<file path="src/rtl/gpi_debounce_pkg.sv">
// Shared types and helpers for the general-purpose input debouncer.
package gpi_debounce_pkg;

  typedef enum logic {DbIdle, DbPend} db_state_e;

  // Number of clock cycles that make up the requested stable time.
  function automatic int db_cnt_max(input int freq, input int us);
    return (freq / 1_000_000) * us;
  endfunction

endpackage

</file>
<file path="src/rtl/gpi_debounce_chan.sv">
// One input channel: synchroniser chain, stability counter/FSM and edge pulses.
module gpi_debounce_chan
  import gpi_debounce_pkg::*;
#(
  parameter int   CntMax     = 1,
  parameter int   SyncStages = 2,
  parameter logic ResetValue = 1'b0
) (
  input  logic clk_i,
  input  logic rst_ni,
  input  logic raw_i,
  input  logic bypass_i,
  output logic gp_o,
  output logic rise_o,
  output logic fall_o
);

  localparam int CntW = $clog2(CntMax + 1);
  localparam logic [CntW-1:0] CntMaxV = CntW'(CntMax);

  logic [SyncStages-1:0] sync_reg;
  logic                  s;
  logic                  d;

  db_state_e             state_reg, state_next;
  logic [CntW-1:0]       cnt_reg, cnt_next;
  logic                  gp_reg, gp_next;
  logic                  rise_reg, rise_next;
  logic                  fall_reg, fall_next;

  assign s = sync_reg[SyncStages-1];
  assign d = (s != gp_reg);

  always_ff @(posedge clk_i) begin
    if (!rst_ni) begin
      sync_reg  <= {SyncStages{ResetValue}};
      state_reg <= DbIdle;
      cnt_reg   <= '0;
      gp_reg    <= ResetValue;
      rise_reg  <= 1'b0;
      fall_reg  <= 1'b0;
    end else begin
      sync_reg  <= {sync_reg[SyncStages-2:0], raw_i};
      state_reg <= state_next;
      cnt_reg   <= cnt_next;
      gp_reg    <= gp_next;
      rise_reg  <= rise_next;
      fall_reg  <= fall_next;
    end
  end

  always_comb begin
    state_next = state_reg;
    cnt_next   = cnt_reg;
    gp_next    = gp_reg;
    rise_next  = 1'b0;
    fall_next  = 1'b0;
    if (bypass_i) begin
      // Follow the synchronised pin directly; pulses still mark each change.
      state_next = DbIdle;
      cnt_next   = '0;
      gp_next    = s;
      rise_next  = s & ~gp_reg;
      fall_next  = ~s & gp_reg;
    end else begin
      unique case (state_reg)
        DbIdle: begin
          cnt_next = '0;
          if (d) begin
            state_next = DbPend;
            cnt_next   = CntW'(1);
          end
        end
        DbPend: begin
          if (!d) begin
            state_next = DbIdle;
            cnt_next   = '0;
          end else if (cnt_reg == CntMaxV) begin
            state_next = DbIdle;
            cnt_next   = '0;
            gp_next    = ~gp_reg;
            rise_next  = ~gp_reg;
            fall_next  = gp_reg;
          end else begin
            cnt_next = cnt_reg + 1'b1;
          end
        end
        default: begin
          state_next = DbIdle;
          cnt_next   = '0;
        end
      endcase
    end
  end

  assign gp_o   = gp_reg;
  assign rise_o = rise_reg;
  assign fall_o = fall_reg;

endmodule

</file>
<file path="src/rtl/gpi_debounce.sv">
// Debounced GPIO input block: one independent conditioning channel per pin.
module gpi_debounce
  import gpi_debounce_pkg::*;
#(
  parameter int                  GpiWidth       = 8,
  parameter int                  ClockFrequency = 50_000_000,
  parameter int                  DebounceUs     = 10_000,
  parameter int                  SyncStages     = 2,
  parameter logic [GpiWidth-1:0] ResetValue     = '0
) (
  input  logic                clk_i,
  input  logic                rst_ni,
  input  logic [GpiWidth-1:0] raw_i,
  input  logic                bypass_i,
  output logic [GpiWidth-1:0] gp_o,
  output logic [GpiWidth-1:0] rise_o,
  output logic [GpiWidth-1:0] fall_o
);

  localparam int CntMax = db_cnt_max(ClockFrequency, DebounceUs);

  if (CntMax < 1) begin : g_bad_cnt_max
    $error("gpi_debounce: debounce time shorter than one clock cycle");
  end
  if (SyncStages < 2) begin : g_bad_sync_stages
    $error("gpi_debounce: at least two synchroniser stages are needed");
  end

  for (genvar gi = 0; gi < GpiWidth; gi++) begin : g_chan
    gpi_debounce_chan #(
      .CntMax     (CntMax),
      .SyncStages (SyncStages),
      .ResetValue (ResetValue[gi])
    ) u_chan (
      .clk_i    (clk_i),
      .rst_ni   (rst_ni),
      .raw_i    (raw_i[gi]),
      .bypass_i (bypass_i),
      .gp_o     (gp_o[gi]),
      .rise_o   (rise_o[gi]),
      .fall_o   (fall_o[gi])
    );
  end

endmodule
</file>
<file path="config.mk">
export PLATFORM = sky130hd
export DESIGN_NAME = gpi_debounce
export DESIGN_NICKNAME = d
export VERILOG_FILES = /design/src/rtl/gpi_debounce_pkg.sv /design/src/rtl/gpi_debounce_chan.sv /design/src/rtl/gpi_debounce.sv
export SDC_FILE = /design/constraint.sdc
export NUM_CORES = 1
export LEC_CHECK = 0
export ABC_AREA = 1
export BUFFER_PORTS_ARGS = -buffer_cell sky130_fd_sc_hd__buf_2
export CORE_UTILIZATION = 65
export CTS_BUF_LIST = sky130_fd_sc_hd__clkbuf_8
export DETAILED_ROUTE_END_ITERATION = 8
export PLACE_DENSITY_LB_ADDON = 0.12
export SYNTH_ARGS = -nofsm -noshare
export SYNTH_HDL_FRONTEND = slang
export SYNTH_HIERARCHICAL = 1
export SYNTH_SLANG_ARGS = --single-unit
</file>
<file path="constraint.sdc">
create_clock -name clk_i -period 1.7 [get_ports clk_i]
set_input_delay 0 -clock clk_i [delete_from_list [all_inputs] [get_ports clk_i]]
set_output_delay 0 -clock clk_i [all_outputs]
set_load 0.05 [all_outputs]
</file>
# Word-level counts from Yosys, hierarchy flattened
# Index checks and enable logic that the tools add are counted.
dict set report classes {
  n_addsub 8
  n_eq_ne 16
  mux 160
  n_bitwise 41
  reduce_logical 33
}
# operator count
set ops {}
lappend ops {{two-way mux 19 bit} 16}
lappend ops {{case mux 19 bit (2 select lines)} 8}
lappend ops {{adder 19 x 1 -> 19 bit, second input constant} 8}
lappend ops {{== test 19 bit, second input constant} 8}
lappend ops {{two-way mux 1 bit} 128}
lappend ops {{nonzero test 2 bit} 24}
lappend ops {{inverter 1 bit} 25}
lappend ops {{AND reduction 3 bit} 8}
lappend ops {{bitwise AND 1 bit} 16}
lappend ops {{case mux 1 bit (2 select lines)} 8}
lappend ops {{inequality test 1 bit} 8}
lappend ops {{OR reduction 2 bit} 1}
dict set report word_totals {
  reg_bits 200
  input_bits 11
  out_inout_bits 24
  elab_cells 306
}

# Longest topological paths before layout
# Gate-level depths: netlist of run 1.
dict set report logic_depth {
  depth_word 5
  ltp_mapped 11
}

# Hierarchy
# Netlist of run 1, hierarchy kept.
# module instances cells_each area_each_um2 seq_area_each_um2
set by_module_without_submodules {}
lappend by_module_without_submodules {{gpi_debounce_chan at g_chan[0].u_chan ...} 7 183 1312.5 500.5}
lappend by_module_without_submodules {{gpi_debounce_chan at g_chan[7].u_chan} 1 172 1306.3 500.5}

# Least setup slack after synthesis of run 1
# OpenSTA, ideal clock, no wires.
dict set report synth_path {
  path_kind {reg2reg}
  from {reg g_chan[0].u_chan.gp_reg}
  to {reg g_chan[0].u_chan.cnt_reg[6]}
  setup_ns 0.070
  arrival_ns 1.785
  required_time_ns 1.630
  path_slack_ns -0.155
  path_stages_with_launch 7
  path_buffers 1
  period_less_slack_ns 1.855
  cell_sequence {dfxtp_1 > inv_1 > ha_1 > nor2_1 > nand3_4 > buf_6 > a21oi_1}
}
dict set report synth_between {
  elab_chain_cells 3
}
# element line_no
set synth_lines {}
lappend synth_lines {{from (decl)} gpi_debounce_chan.sv:27} ;# logic gp_reg, gp_next;
lappend synth_lines {{from (signal assigned)} gpi_debounce_chan.sv:39} ;# gp_reg <= ResetValue;
lappend synth_lines {{from (signal assigned)} gpi_debounce_chan.sv:46} ;# gp_reg <= gp_next;
lappend synth_lines {{inequality test 1 bit} gpi_debounce_chan.sv:32} ;# assign d = (s != gp_reg);
lappend synth_lines {{two-way mux 19 bit} gpi_debounce_chan.sv:75} ;# if (!d) begin
lappend synth_lines {{case mux 19 bit (2 select lines)} gpi_debounce_chan.sv:66} ;# unique case (state_reg)
lappend synth_lines {{to (signal assigned)} gpi_debounce_chan.sv:45} ;# cnt_reg <= cnt_next;
lappend synth_lines {{to (decl)} gpi_debounce_chan.sv:26} ;# logic [CntW-1:0] cnt_reg, cnt_next;
# No other way between the ends.
# A chain may end at the register's enable or synchronous reset.

# Worst setup path after layout of run 1
dict set report layout_path {
  from {reg g_chan[5].u_chan.gp_reg}
  to {reg g_chan[5].u_chan.cnt_reg[4]}
}
dict set report layout_between {
  elab_chain_cells 3
}
# element line_no
set layout_lines {}
lappend layout_lines {{from (decl)} gpi_debounce_chan.sv:27}
lappend layout_lines {{from (signal assigned)} gpi_debounce_chan.sv:39}
lappend layout_lines {{from (signal assigned)} gpi_debounce_chan.sv:46}
lappend layout_lines {{inequality test 1 bit} gpi_debounce_chan.sv:32}
lappend layout_lines {{two-way mux 19 bit} gpi_debounce_chan.sv:75}
lappend layout_lines {{case mux 19 bit (2 select lines)} gpi_debounce_chan.sv:66}
lappend layout_lines {{to (signal assigned)} gpi_debounce_chan.sv:45}
lappend layout_lines {{to (decl)} gpi_debounce_chan.sv:26}
# No other way between the ends.

==> results of run 1 <==
## path summary, 6_finish.rpt
kind,startpoint,slack [ps],endpoint
worst min-delay path,bypass_i,60,g_chan[5].u_chan/rise_o
worst min register to register,g_chan[4].u_chan/sync_reg[0],420,g_chan[4].u_chan/sync_reg[1]
worst max-delay path,g_chan[5].u_chan/gp_o,100,g_chan[5].u_chan/cnt_reg[4]
worst max register to register,g_chan[5].u_chan/gp_o,100,g_chan[5].u_chan/cnt_reg[4]
## synth_stat cells, drive strengths merged
cell type	count
and3	1
dfxtp	200
xor2	34
o21ai	25
a21oi	94
nor3b	8
nand3b	15
nor3	55
xnor2	9
nor2	263
nand4	48
nand3	97
o21a	15
nand2	335
or2	15
inv	199
ha	32
buf	8
## routing by layer
metal / share of wire (%) / global-route usage (%)
met5: 0 / 0
met4: 1.3 / 8.44
met3: 4.6 / 4.91
met2: 48 / 45.2
met1: 46 / 34.5
## final cells by class
class	instances	share of cell area (%)
multi-input combinational	1049	49.3
sequential	200	34.6
inverter	199	6.42
timing repair buffer	63	3.79
tap	216	2.32
clock buffer	17	2.01
clock inverter	14	1.57
## stage by stage
stage	power, mW	util (%)
after floorplan	5.13	-
after global placement	5.23	69.4
after detailed placement	5.25	69.4
after CTS	8.44	72.7
after global routing	8.68	73.5
final	8.36	73.5
## cells by family (layout without fill, tap and decap cells)
family	after synthesis	after routing	share of synthesized area [%]
AND/OR/NAND/NOR	837	840	39.2
buffers and inverters	207	293	7.98
flip-flops	200	200	38.2
AO/OA/AOI/OAI	134	134	7.29
XOR/XNOR	43	43	3.59
adder cells (fa/ha/maj)	32	32	3.82
## worst max-delay path, delay by kind of cell (launching register included)
kind,cells,cell delay [ps]
flops,1,370
compound gates,1,200
simple gates,2,580
buf+inv,1,60
fa+ha+maj,1,320
## what timing repair did
item,CTS,global route
setup endpoints to repair,0,69
hold buffers,11,0
resized for setup,0,19
buffers inserted,0,3
hold endpoints to repair,14,0
## where the power goes
| part | internal [mW] | total [mW] | switching [mW] | leakage [nW] |
|---|---|---|---|---|
| Sequential | 4.74 | 4.78 | 0.0428 | 1.62 |
| Clock | 1.58 | 3.18 | 1.60 | 0.217 |
| Combinational | 0.125 | 0.388 | 0.263 | 2.38 |
==> metrics.txt, run 1 <==
Placer Congestion=between 0.9 and 1; CP max-delay cell=dfxtp_2; clk slew on worst S/H paths=90 ps; WL final=21700 um; root cell of the clock tree=clkbuf_8; routed len/inst=12.4 um; most frequent cells in the layout=nand2_1 (282), nor2_1 (237), dfxtp_1 (186), inv_1 (185), nand3_1 (87); synthesized flop and latch total=200; area of the multi-input gates=5730 um2; Residual DRC=0; top-area cell type share of the netlist area=a little under two fifths; Syn Nets=1496; Nets=1573; leakage power=about 4.2 nW; worst setup path class=reg2reg; CTS tree=done; maximum VDD drop=0.804 mV; yosys synthesis warning count=6; final hold vios=0; largest area contributor in the netlist=dfxtp_1; first-pass GRT wire length=36100 um; hpwl dp=between 15000 and 20000 um; grt total ovfl=0; Detailed Routing Iterations Pass 1=5; area of the die=16700 um2; htree depth=4; Final Skew=7.40 ps; FP Rows=46; number of DRC markers in iteration 0=~480; most common cell after layout, fill and taps aside=nand2_1; register area=4020 um2; Finished Layout Cells=around 1800; vias in the first global route=approximately 8300; Num CTS Buffers=17; syn avg cell area=7.22 um2; Worst Hold Class=in2reg; run status=finished, final reports clean; pwr dens=719 nW/um2; Netlist cell types=29; share of cells above drive strength 1=16.0%; final setup margin=102 ps; setup TNS=0 ps; Die Ht=129 um; All-Layer GR Usage=26.7%; sequential share of the synthesized area=38.2%; Clock Sinks=200; number of flip-flops in the largest register=about 150; Max clock buf depth=2; Worst setup EP type=register; vias per inst=5.21; area grow syn2layout=10.8%; crit-path max cell delay=370 ps; # fillers=~1300; Arr. time, crit path=1990 ps; Critical Path Source Type=register; area post-placement=roughly 11000 um2; Syn Inst Count=1453; Syn Std Cell Area=roughly 10000 um2; final setup fails=0; Slew headroom=61.4%; hold slack final=60.4 ps; area of the core=15800 um2; Slew Limit Fails=0; pre-CTS WS=approximately 55 ps; Worst R2R Path Depth=5; PortBufs=34; num ports=35; pin count of the biggest net entering global routing=26; max cap viols=0; worst-path fanout max=9; Max Freq=between 600 and 700 MHz; Initial Util=66.3%; Worst EP required=2090 ps; Slew @ Worst Pin=just under 600 ps; RSZ-0062 raised after global routing=true; Tcrit/Tclk final=94.0%; post-route cell area=11600 um2; crit path time final=1600 ps; clock insertion delay at the later pin of the skew report=about 460 ps; initial antenna violation count=0; Placed Instances=1710; ANT cells=0; cells along the critical path=inv_1 > ha_1 > nor2_2 > nand3_2 > a21oi_1; Hold Path Depth=3; antenna viol nets, final=0; vias=about 9200; Die X=~130 um; top post-synthesis cells by area=dfxtp_1 (38%), nand2_1 (10%), nor2_1 (8.7%)
(Power assumes the default switching activity.)
==> run 2, diff against run 1 <==
--- a/config.mk
+++ b/config.mk
@@ -7,7 +7,9 @@
 export LEC_CHECK = 0
 export ABC_AREA = 1
 export BUFFER_PORTS_ARGS = -buffer_cell sky130_fd_sc_hd__buf_2
-export CORE_UTILIZATION = 65
+export CELL_PAD_IN_SITES_DETAIL_PLACEMENT = 0
+export CELL_PAD_IN_SITES_GLOBAL_PLACEMENT = 1
+export CORE_UTILIZATION = 48
 export CTS_BUF_LIST = sky130_fd_sc_hd__clkbuf_8
 export DETAILED_ROUTE_END_ITERATION = 8
 export PLACE_DENSITY_LB_ADDON = 0.12
==> metrics.txt, run 2 (synthesis gave the netlist of run 1 again) <==
Worst R2R End=g_chan[4].u_chan/gp_o (was g_chan[5].u_chan/cnt_reg[4]); Max Freq=625 MHz (was 626 MHz); final hold vios=0 (unchanged); final setup fails=0 (unchanged); Worst R2R Path Depth=8 (was 5); cell family with most CP delay=simple AND/OR/NAND/NOR gates (unchanged); ANT cells=0 (unchanged); WHS Endpoint=g_chan[5].u_chan/sync_reg[0] (was g_chan[5].u_chan/rise_o); crit path time final=1600 ps (about the same); most frequent cells in the layout=nand2_1 (282), nor2_1 (237), dfxtp_1 (190), inv_1 (185), nand3_1 (87) (was nand2_1 (282), nor2_1 (237), dfxtp_1 (186), inv_1 (185), nand3_1 (87)); Max clock buf depth=2 (unchanged); WL final=22400 um (was 21700 um); All-Layer GR Usage=20.3% (was 26.7%); CP max-delay cell=dfxtp_2 (unchanged); Hold Path Depth=4 (was 3); Arr. time, crit path=1980 ps (was 1990 ps); num ports=35 (unchanged); hpwl dp=16300 um (was 15600 um); Detailed Routing Iterations Pass 1=5 (unchanged); root cell of the clock tree=clkbuf_8 (unchanged); clock insertion delay at the later pin of the skew report=460 ps (about the same); area grow syn2layout=14.4% (was 10.8%); Worst Hold Class=in2reg (unchanged); antenna viol nets, final=0 (unchanged); Finished Layout Cells=1858 (was 1758); setup TNS=0 ps (unchanged); met3 routed WL=630 um (was 1010 um); run status=finished, final reports clean (unchanged); htree depth=4 (unchanged); hold slack final=321 ps (was 60.4 ps); grt total ovfl=0 (unchanged); Clock Sinks=200 (unchanged); first-pass GRT wire length=37000 um (was 36100 um); Final Skew=16.7 ps (was 7.40 ps); # fillers=2121 (was 1314); Slew @ Worst Pin=481 ps (was 580 ps); Tcrit/Tclk final=94.1% (was 94.0%); worst setup path class=reg2reg (unchanged); Critical Path Start=g_chan[4].u_chan/gp_o (was g_chan[5].u_chan/gp_o); Initial Util=49.5% (was 66.3%); Placer Congestion=0.826 (was 0.930); most used cell along the critical path=nand2_1; Die Ht=150 um (was 129 um); area of the die=22500 um2 (was 16700 um2); vias=9075 (was 9161); final setup margin=99.8 ps (was 102 ps); Num CTS Buffers=17 (unchanged); share of cells above drive strength 1=17.4% (was 16.0%); pre-CTS WS=74.5 ps (was 55.1 ps); Slew headroom=67.8% (was 61.4%); Die X=150 um (was 129 um); internal reg-to-reg setup slack=100 ps (about the same); RSZ-0062 raised after global routing=true (unchanged); vias per inst=4.88 (was 5.21); Slew Limit Fails=0 (unchanged); Met1 Wirelength=11400 um (was 10100 um); maximum VDD drop=0.446 mV (was 0.804 mV); Worst Path Buf+Inv=2 (was 1); crit-path max cell delay=380 ps (was 370 ps); worst-path fanout max=5 (was 9); vias in the first global route=8062 (was 8278); Worst setup EP type=register (unchanged); number of DRC markers in iteration 0=386 (was 478); initial antenna violation count=0 (unchanged); met2 wire len=10200 um (was 10300 um); leakage power=4.40 nW (was 4.22 nW); Worst EP required=2080 ps (was 2090 ps); PortBufs=34 (unchanged); pwr dens=692 nW/um2 (was 719 nW/um2); area of the core=21200 um2 (was 15800 um2); clk slew on worst S/H paths=90 ps (about the same); number of flip-flops in the largest register=152 (unchanged); final core occ=56.6% (was 73.5%); cells along the critical path=inv_1 > ha_1 > nor2_2 > buf_4 > nand3_1 > nand2_1 > nand2_1 > a21oi_1 (was inv_1 > ha_1 > nor2_2 > nand3_2 > a21oi_1); FP Rows=53 (was 46); hold_sp=raw_i[5] (was bypass_i); max cap viols=0 (unchanged); Placed Instances=1786 (was 1710); most common cell after layout, fill and taps aside=nand2_1 (unchanged); CTS tree=done (unchanged); RR Startpoint=g_chan[4].u_chan/gp_o (was g_chan[5].u_chan/gp_o); Residual DRC=0 (unchanged); Critical Path Source Type=register (unchanged); routed len/inst=12.1 um (was 12.4 um); pin count of the biggest net entering global routing=41 (was 26); Highest Signal Layer=met4 (unchanged); Stages on worst setup path=8 (was 5); Nets=1614 (was 1573)
-- run 2: cell count changes in the layout (fill, tap and decap cells not counted), sizes merged --
| cell | before | now |
|---|---|---|
| clkinvlp | 1 | 0 |
| nand3 | 100 | 101 |
| buf | 52 | 87 |
| bufinv | 4 | 3 |
| inv | 201 | 202 |
| dlygate4sd3 | 11 | 16 |
| clkbuf | 17 | 18 |
-- run 2: worst max-delay path by stage --
stage | endpoint | slack (ps)
2_1_floorplan | g_chan[0].u_chan/cnt_reg[6] | 40
3_3_place_gp | g_chan[0].u_chan/cnt_reg[3] | 120
3_5_place_dp | g_chan[6].u_chan/cnt_reg[3] | 70
4_1_cts | g_chan[6].u_chan/cnt_reg[12] | 30
5_1_grt | g_chan[4].u_chan/cnt_reg[3] | -2
6_report | g_chan[4].u_chan/gp_o | 100
-- run 2: routing by layer --
metal | vias to the layer above | GRT usage (%)
met5 | - | 0
met4 | 0 | 4.75
met3 | 12 | 3.60
met2 | 103 | 33.0
met1 | 4060 | 27.7
li1 | 4900 | -
-- run 2: layout make-up --
cell class / count / area [um2] / area share (%)
multi-input combinational: 1050 / 5730 / 47.7
sequential: 200 / 4020 / 33.5
timing repair buffer: 103 / 766 / 6.38
inverter: 199 / 747 / 6.22
tap: 275 / 344 / 2.87
clock buffer: 18 / 248 / 2.06
clock inverter: 13 / 154 / 1.28
-- run 2: tightest hold or removal path, cell delays in order --
cell	delay [ps]
dlygate4sd3_1	510
buf_2	90
nand2_1	60
inv_1	60
-- run 2: report_power, final --
group	internal (mW)	switching, mW	total [mW]
clock	1.48	1.64	3.12
combinational	0.140	0.265	0.405
sequential	4.74	0.0402	4.78
-- run 2: repair_timing --
item | in CTS | in global routing
hold endpoints to repair | 35 | 0
buffers inserted | 0 | 21
hold buffers | 16 | 0
gates resized for setup | 0 | 12
endpoints found under the setup margin | 0 | 55
-- run 2: metrics by stage --
step	power, mW	cell area [um2]
2_1_floorplan	5.13	10500
3_3_place_gp	5.25	11200
3_5_place_dp	5.25	11200
4_1_cts	8.43	11700
5_1_grt	8.70	12000
6_report	8.31	12000
==> run 3, diff against run 2 <==
==> constraint.sdc (replaced) <==
create_clock -name clk_i -period 1.7 [get_ports clk_i]
set_input_delay 0 -clock clk_i [delete_from_list [all_inputs] [get_ports clk_i]]
set_output_delay 0 -clock clk_i [all_outputs]
set_load 0.1 [all_outputs]
==> metrics.txt, run 3 (synthesis gave the netlist of run 1 again) <==
crit-path max cell delay=440 ps (was 380 ps); Worst Hold Class=in2reg (unchanged); area of the die=22500 um2 (unchanged); Arr. time, crit path=1970 ps (was 1980 ps); area grow syn2layout=13.8% (was 14.4%); PortBufs=34 (unchanged); setup TNS=0 ps (unchanged); Worst Path Buf+Inv=3 (was 2); Die Ht=150 um (unchanged); hold_sp=raw_i[7] (was raw_i[5]); htree depth=4 (unchanged); Placer Congestion=0.841 (was 0.826); Max Freq=634 MHz (was 625 MHz); cell family with most CP delay=simple AND/OR/NAND/NOR gates (unchanged); vias in the first global route=8213 (was 8062); first-pass GRT wire length=37100 um (was 37000 um); pin count of the biggest net entering global routing=22 (was 41); number of flip-flops in the largest register=152 (unchanged); number of DRC markers in iteration 0=408 (was 386); post-route cell area=11900 um2 (was 12000 um2); most common cell after layout, fill and taps aside=nand2_1 (unchanged); share of cells above drive strength 1=16.5% (was 17.4%); All-Layer GR Usage=20.1% (was 20.3%); # fillers=2121 (unchanged); Slew headroom=61.9% (was 67.8%); Finished Layout Cells=1836 (was 1858); Slew @ Worst Pin=569 ps (was 481 ps); Placed Instances=1778 (was 1786); Hold Path Depth=4 (unchanged); Critical Path Start=g_chan[4].u_chan/cnt_reg[0] (was g_chan[4].u_chan/gp_o); internal reg-to-reg setup slack=120 ps (was 100 ps); Sw Ratio=22.9% (was 23.4%); Worst R2R End=g_chan[4].u_chan/cnt_reg[12] (was g_chan[4].u_chan/gp_o); Tcrit/Tclk final=92.8% (was 94.1%); root cell of the clock tree=clkbuf_8 (unchanged); antenna viol nets, final=0 (unchanged); area of the core=21200 um2 (unchanged); grt total ovfl=0 (unchanged); Net Sw Power=2.02 mW (was 1.94 mW); WHS Endpoint=g_chan[7].u_chan/sync_reg[0] (was g_chan[5].u_chan/sync_reg[0]); Num CTS Buffers=17 (unchanged); pwr dens=738 nW/um2 (was 692 nW/um2); most used cell along the critical path=inv_1 (was nand2_1); RR Startpoint=g_chan[4].u_chan/cnt_reg[0] (was g_chan[4].u_chan/gp_o); worst setup path class=reg2reg (unchanged); initial antenna violation count=0 (unchanged); Logic pwr share=5.4% (was 4.9%); Slew Limit Fails=0 (unchanged); most frequent cells in the layout=nand2_1 (282), nor2_1 (239), dfxtp_1 (189), inv_1 (186), nand3_1 (87) (was nand2_1 (282), nor2_1 (237), dfxtp_1 (190), inv_1 (185), nand3_1 (87)); run status=finished, final reports clean (unchanged); Nets=1591 (was 1614); register area=4040 um2 (was 4020 um2); final hold vios=0 (unchanged); crit path time final=1580 ps (was 1600 ps); WL final=22200 um (was 22400 um); part of the power in registers=54.2% (was 57.6%); vias=8941 (was 9075); num ports=35 (unchanged); area of the multi-input gates=5740 um2 (was 5730 um2); Final Skew=14.3 ps (was 16.7 ps); Critical Path Source Type=register (unchanged); Pint=6.79 mW (was 6.37 mW); Initial Util=49.5% (unchanged); clk slew on worst S/H paths=100 ps (was 90 ps); cells along the critical path=inv_1 > ha_1 > inv_1 > nor2_1 > nand3_1 > nor2_2 > nand2_2 > nand3_4 > buf_12 > nor3_1 (was inv_1 > ha_1 > nor2_2 > buf_4 > nand3_1 > nand2_1 > nand2_1 > a21oi_1); Worst setup EP type=register (unchanged); hold slack final=262 ps (was 321 ps); Die X=150 um (unchanged); routed len/inst=12.1 um (about the same); hpwl dp=16000 um (was 16300 um); clock insertion delay at the later pin of the skew report=460 ps (about the same); Detailed Routing Iterations Pass 1=5 (unchanged); Residual DRC=0 (unchanged); clock share of power=40.4% (was 37.6%); worst-path fanout max=9 (was 5); final setup fails=0 (unchanged); leakage power=4.35 nW (was 4.40 nW); maximum VDD drop=0.565 mV (was 0.446 mV); ANT cells=0 (unchanged); Clock Sinks=200 (unchanged); max cap viols=0 (unchanged); Max clock buf depth=2 (unchanged); Worst EP required=2090 ps (was 2080 ps); FP Rows=53 (unchanged); CTS tree=done (unchanged); CP max-delay cell=dfxtp_1 (was dfxtp_2); Worst R2R Path Depth=10 (was 8); vias per inst=4.87 (was 4.88); area post-placement=11200 um2 (about the same)
[run 3: cell count changes in the layout (fill, tap and decap cells not counted), moves of 3 or more]
cell	before	now
bufinv_16	3	6
dfxtp_2	10	3
dlygate4sd3_1	16	11
dfxtp_4	0	8
clkinv_2	5	2
buf_4	50	29
[run 3: per-stage QoR]
| step | utilization [%] | setup slack [ps] | power [mW] |
|---|---|---|---|
| finish | 56.3 | 122 | 8.82 |
| global placement | 52.6 | 118 | 5.33 |
| CTS | 55.3 | 53.0 | 8.95 |
| detailed placement | 52.6 | 57.4 | 5.33 |
| global route | 56.3 | -7.54 | 9.19 |
| floorplan | - | 9.05 | 5.21 |
[run 3: cell type report]
cell class	instances	area share, %
clock buffers	18	2.07
well taps	275	2.88
clock inverters	14	1.91
multi-input cells	1051	48.1
inverters	199	6.25
repair buffers	79	5.01
flip-flops and latches	200	33.8
[run 3: layer usage]
layer	track usage [%]	part of all wire, %	vias up
li1	-	-	4844
met4	5.15	1.1	0
met2	33.0	45	104
met5	0	0	-
met1	27.4	52	3977
met3	2.93	2.6	16
[run 3: power groups by stage]
stage | combinational, mW | sequential, mW | clock [mW]
detailed placement | 0.443 | 4.89 | 0
CTS | 0.465 | 4.78 | 3.70
finish | 0.475 | 4.78 | 3.56
global route | 0.524 | 4.79 | 3.88
floorplan | 0.160 | 5.05 | 0
global placement | 0.441 | 4.88 | 0
[run 3: timing repair]
item	in CTS	in global routing
hold endpoints to repair	17	0
hold buffers	11	0
setup buffers	0	10
setup endpoints to repair	0	46
resized for setup	0	12
[run 3: worst max path at each step]
stage	endpoint	slack, ps	depth (start not counted)
6_report	g_chan[4].u_chan/cnt_reg[12]	120	10
3_5_place_dp	g_chan[0].u_chan/cnt_reg[12]	60	5
3_3_place_gp	g_chan[7].u_chan/cnt_reg[0]	120	10
5_1_grt	g_chan[1].u_chan/cnt_reg[0]	-8	10
4_1_cts	g_chan[4].u_chan/cnt_reg[0]	50	10
2_1_floorplan	g_chan[0].u_chan/cnt_reg[6]	9	6
[run 3: worst min-delay path, cell delays in order]
cell	delay, ps
dlygate4sd3_1	520
buf_2	90
nand2_1	40
inv_1	40
